### config.mk
export PLATFORM = sky130hd
export DESIGN_NAME = back_end_mc
export DESIGN_NICKNAME = d
export VERILOG_FILES = /design/src/rtl/back_end_mc.sv
export SDC_FILE = /design/constraint.sdc
export NUM_CORES = 1
export LEC_CHECK = 0
export BUFFER_PORTS_ARGS = -buffer_cell sky130_fd_sc_hd__buf_2
export CORE_ASPECT_RATIO = 1.25
export CORE_MARGIN = 3
export CORE_UTILIZATION = 50
export CTS_CLUSTER_DIAMETER = 40
export DETAILED_ROUTE_END_ITERATION = 12
export PLACE_DENSITY = 0.72
export SETUP_SLACK_MARGIN = 0.02
export SYNTH_ARGS = -nofsm -noshare
export SYNTH_HDL_FRONTEND = slang
export SYNTH_SLANG_ARGS = --single-unit
### constraint.sdc
create_clock -name aclk -period 3.2 [get_ports aclk]
set_input_delay 0.64 -clock aclk [delete_from_list [all_inputs] [get_ports aclk]]
set_output_delay 0.64 -clock aclk [all_outputs]
set_load 0.01 [all_outputs]
### src/rtl/back_end_mc.sv
// back_end_mc: per-channel write-address sequencer for a multi-channel job.
// A job writes `size` words into each channel's local memory; every channel
// advances independently and the job completes when all channels are done.
module back_end_mc #(
  parameter int NCH    = 2,
  parameter int ADDR_W = 10
) (
  input  logic                  aclk,
  input  logic                  areset,
  input  logic                  start,
  input  logic [ADDR_W:0]       size,
  input  logic [NCH-1:0]        wr,
  input  logic                  abort,
  output logic [NCH-1:0]        wren,
  output logic [NCH*ADDR_W-1:0] addr,
  output logic [NCH-1:0]        en,
  output logic [NCH-1:0]        full,
  output logic                  busy,
  output logic                  done
);

  typedef enum logic [1:0] {
    IDLE = 2'd0,
    WORK = 2'd1,
    DONE = 2'd2
  } state_t;

  // Largest job a channel can hold: exactly 2^ADDR_W words.
  localparam logic [ADDR_W:0]   MAX_SIZE = {1'b1, {ADDR_W{1'b0}}};
  localparam logic [ADDR_W:0]   ONE_S    = {{ADDR_W{1'b0}}, 1'b1};
  localparam logic [ADDR_W-1:0] ONE_A    = {{(ADDR_W-1){1'b0}}, 1'b1};

  state_t            state_q;
  state_t            state_d;
  logic [ADDR_W:0]   size_r;
  logic [ADDR_W-1:0] cnt_q [NCH];
  logic [NCH-1:0]    chan_done_q;

  logic [ADDR_W:0]   size_clamped;
  logic [ADDR_W:0]   last_idx;
  logic [NCH-1:0]    is_last;
  logic [NCH-1:0]    final_wr;
  logic              in_work;
  logic              all_done;

  // Job size clamp and per-channel "current address is the final word" compare.
  always_comb begin
    // NOTE: every variable gets a default first so no path leaves it unassigned (no latch).
    size_clamped = (size > MAX_SIZE) ? MAX_SIZE : size;
    last_idx     = size_r - ONE_S;
    is_last      = '0;
    for (int i = 0; i < NCH; i++) begin
      is_last[i] = ({1'b0, cnt_q[i]} == last_idx);
    end
  end

  // Write enables are combinational from wr; an abort cycle or reset writes nothing.
  always_comb begin
    in_work  = (state_q == WORK) && !areset;
    wren     = '0;
    if (in_work && !abort) begin
      wren = wr & ~chan_done_q;
    end
    final_wr = wren & is_last;
    all_done = &(chan_done_q | final_wr);
  end

  // Next-state logic: abort beats completion; unused encodings fall back to IDLE.
  always_comb begin
    state_d = IDLE;
    case (state_q)
      IDLE: begin
        if (start) begin
          state_d = (size_clamped == '0) ? DONE : WORK;
        end else begin
          state_d = IDLE;
        end
      end
      WORK: begin
        if (abort) begin
          state_d = IDLE;
        end else if (all_done) begin
          state_d = DONE;
        end else begin
          state_d = WORK;
        end
      end
      DONE:    state_d = IDLE;
      default: state_d = IDLE;
    endcase
  end

  // Output decode; reset forces the idle-looking output set immediately.
  always_comb begin
    busy = !areset && ((state_q == WORK) || (state_q == DONE));
    done = !areset && (state_q == DONE);
    full = in_work ? chan_done_q : '1;
    en   = wren & ~is_last;
    addr = '0;
    for (int i = 0; i < NCH; i++) begin
      addr[i*ADDR_W +: ADDR_W] = areset ? '0 : cnt_q[i];
    end
  end

  // State, captured size, channel counters and done flags.
  always_ff @(posedge aclk) begin
    // NOTE: sequential state uses non-blocking assignments so all registers update together.
    if (areset) begin
      state_q     <= IDLE;
      size_r      <= '0;
      chan_done_q <= '0;
      // NOTE: the counter array is a handful of flops, not RAM, so resetting it is cheap and required.
      for (int i = 0; i < NCH; i++) begin
        cnt_q[i] <= '0;
      end
    end else begin
      state_q <= state_d;
      if ((state_q == IDLE) && start) begin
        size_r      <= size_clamped;
        chan_done_q <= '0;
        for (int i = 0; i < NCH; i++) begin
          cnt_q[i] <= '0;
        end
      end else if (state_q == WORK) begin
        for (int i = 0; i < NCH; i++) begin
          if (wren[i]) begin
            // The final word marks the channel done; the counter stays on the
            // last address so a full-size job never wraps back to 0.
            if (is_last[i]) begin
              chan_done_q[i] <= 1'b1;
            end else begin
              cnt_q[i] <= cnt_q[i] + ONE_A;
            end
          end
        end
      end
    end
  end

endmodule

==> summary.md <==
| Metric | Value |
|---|---|
| Status | complete, no violations |
| First-pass GRT wire length | 11.5 mm |
| Switching share of power | 31.2% |
| Maximum fanout along the worst path | 5 |
| Sequential Power Share | 47.6% |
| Final Core Density | approximately 63% |
| ANT nets after route | 0 |
| WL met3 | 377 um |
| Largest net degree at the start of global routing | 30 |
| CTS H-tree depth | 2 |
| FF-to-FF setup slack | ~0.22 ns |
| Die area | 0.00614 sq mm |
| CP delay by family, top | simple AND/OR/NAND/NOR gates |
| Netlist cell types | 56 |
| Pwr Density | between 300 and 400 mW/mm^2 |
| Seq/Total Area, Yosys | 34.4% |
| Fin Hold WS | approximately 0.55 ns |
| WP depth | 10 |
| Ys Warns | 0 |
| Root buf cell | clkbuf_8 |
| Arrival time of the worst setup path | roughly 2.6 ns |
| NumNets Final | 375 |
| Logic pwr share | 24.7% |
| Total negative setup slack | 0 ns |
| Worst path bufs/invs | 4 |
| DRT Wirelength | 7.03 mm |
| Power Total | 1140 uW |
| Top-area cell type share of the netlist area | between 20 and 25% |
| Overflow after GRT | 0 |
| Core area | 0.00490 sq mm |
| Slew @ Worst Pin | 1.06 ns |
| Cts bufs inserted | 5 |
| Slew headroom | 29.3% |
| Cell mode on critical path | buf_6 |
| Post-synth EDFFs | 20 |
| Critical Path Start Type | flop |
| Top post-synthesis cells by area | edfxtp_1 (23%), dfxtp_1 (11%), xnor2_1 (7.4%), nor2b_1 (5.5%), a21oi_1 (5.0%) |
| Wire per inst | 17.0 um |
| Chip height | between 80 and 90 um |
| Final hold vios | 0 |
| Vias per cell | between 5 and 6 |
| Max incr delay on CP | roughly 0.54 ns |
| Most numerous cell in the Yosys netlist | nand2_1 |
| Cell Area, Synth | 0.00262 sq mm |
| Initial Util | 53.3% |
| Worst Reg2Reg Path Length in Cells | 10 |
| Hold Path Class | reg -> reg |
| CTS Buffer Depth | 2 |
| Hold Startpoint | size_r[1] |
| DRC viols | 0 |
| I/O Pins | 45 |
| Total global-route track usage | 23.9% |
| Seq cells post-synth | 35 |
| Global placer's final weighted congestion | 0.934 |
| Sw Pwr | 354 uW |
| Layout cells sized above 1 | 26.1% |
| VDD IR max | ~0.00033 V |
| Achievable frequency | 314 MHz |
| Clock slew at reported path FFs | ~0.070 ns |
| Initial antenna violation count | 0 |
| RSZ-0062 raised after global routing | yes |
| Worst-skew pair later-pin latency | 0.30 ns |
| Synth Instances | 301 |
| Post-Route M1 WL | 2.85 mm |
| DRT Pass-1 Iters | 4 |
| Top post-synthesis cells by count | nand2_1 (32), a21oi_1 (26), nor2b_1 (23) |
| Net Count, Synth | ~320 |
| Via count | about 2500 |
| Top layer in use | met4 |
| # clock sinks | 35 |
| Worst Hold Depth | 1 |
| Setup crit end kind | primary output |
| Max-cap violations | 0 |
| Via count of the first global-routing pass | about 2400 |
| Syn-to-layout area delta | 18.6% |
| Top cell type by total area after synthesis | edfxtp_1 |
| Final Skew | ~0.0067 ns |
| CP Class | reg -> out |
| DR iter-0 viols | between 100 and 150 |
| Met2 wire len | 3.63 mm |
| Port Buffers | 44 |
| Cells along the critical path | buf_6, or4_4, buf_6, nor4_4, xnor2_1, a22o_1, a2111oi_4, or2b_4, inv_2, buf_6 |
| ANT cells | 0 |
| Mean Syn Cell Area | 8.69 sq um |
| CTS tree | done |
| WP data required | between 2 and 3 ns |
| Chip width | 70.7 um |
| Top_reg_cell synth | edfxtp_1 |
| Pins Over Slew Limit | 0 |
| Cts hold-fix bufs | 0 |
| Critical Path Source | size_r[0] |
| Reg-to-Reg Start | size_r[0] |
| Row Count | 28 |
| Final worst-path cycle share | 99.7% |
| Clock power share | 27.7% |
| Final HPWL DP | 5.12 mm |
| Tmin final | between 3 and 4 ns |
| CP max stage cell | or4_4 |
| Internal | 782 uW |
| Async S/R FF share, synth | 0% |
| Leakage power | 0.00131 uW |
| Final setup vio count | 0 |
cell type report:
| class | instances | area (sq um) |
|---|---|---|
| clock inverter | 1 | 5.00 |
| timing repair buffer | 68 | 414 |
| inverter | 10 | 37.5 |
| multi-input combinational | 232 | 1590 |
| sequential | 35 | 902 |
| clock buffer | 7 | 76.3 |
| tap | 60 | 75.1 |
| fill | 451 | 1800 |
cells in the final DEF, fill, tap and decap left out, types with 10 or more instances in the layout:
master | synthesis | final
xnor2_1 | 22 | 22
nor2b_1 | 23 | 23
buf_4 | 3 | 22
dfxtp_1 | 15 | 14
buf_2 | 7 | 43
xor2_1 | 14 | 14
a22o_1 | 10 | 10
edfxtp_1 | 20 | 20
nand3_1 | 17 | 17
a21oi_1 | 26 | 26
nor2_1 | 12 | 12
nand2_1 | 32 | 32
worst reg2reg max path, stage by stage (launching register included):
cell and delay [ns]:
dfxtp_2 0.33, buf_6 0.11, or4_4 0.54, buf_6 0.15
nor4_4 0.14, xnor2_1 0.09, a22o_1 0.25, a2111oi_4 0.32
or2b_4 0.19, buf_4 0.11, nand2_1 0.32
power by group through the flow:
stage	clock [uW]	sequential [uW]	combinational [uW]
finish	315	540	281
global route	335	545	309
CTS	316	540	276
detailed placement	0	550	258
global placement	0	549	252
floorplan	0	528	203
metrics by stage:
step	setup slack [ns]	cell area, sq um	cells
global route	-0.107	3100	413
finish	0.0104	3100	413
global placement	0.255	2910	397
detailed placement	0.221	2910	397
CTS	-0.0298	3090	412
floorplan	0.242	2620	301
flip-flops by register name, indices dropped and copies added (netlist names):
name	flops
chan_done_q	2
state_q	2
size_r	11
cnt_q	20
worst paths after layout:
path	endpoint
setup / recovery	en[1]
hold / removal	size_r[1]
setup reg to reg	cnt_q[0][12]
hold reg to reg	size_r[1]
kinds of logic after synthesis:
kind of cell | share of synthesized area [%]
XOR/XNOR | 12.1
flip-flops | 34.4
adder cells (fa/ha/maj) | 2.87
buffers and inverters | 6.26
AND/OR/NAND/NOR | 24.7
AO/OA/AOI/OAI | 19.7
layer usage:
| metal | GRT usage [%] | up-vias |
|---|---|---|
| li1 | - | 1176 |
| met1 | 27.1 | 1178 |
| met2 | 43.5 | 83 |
| met3 | 4.39 | 15 |
| met4 | 10.1 | 0 |
| met5 | 0 | - |
timing repair:
action | CTS | global route
gates cloned | 0 | 0
setup endpoints to repair | 2 | 12
pin swaps | 10 | 7
resized for setup | 12 | 2
buffers inserted | 7 | 1
Power figures use the tool's default switching activity.
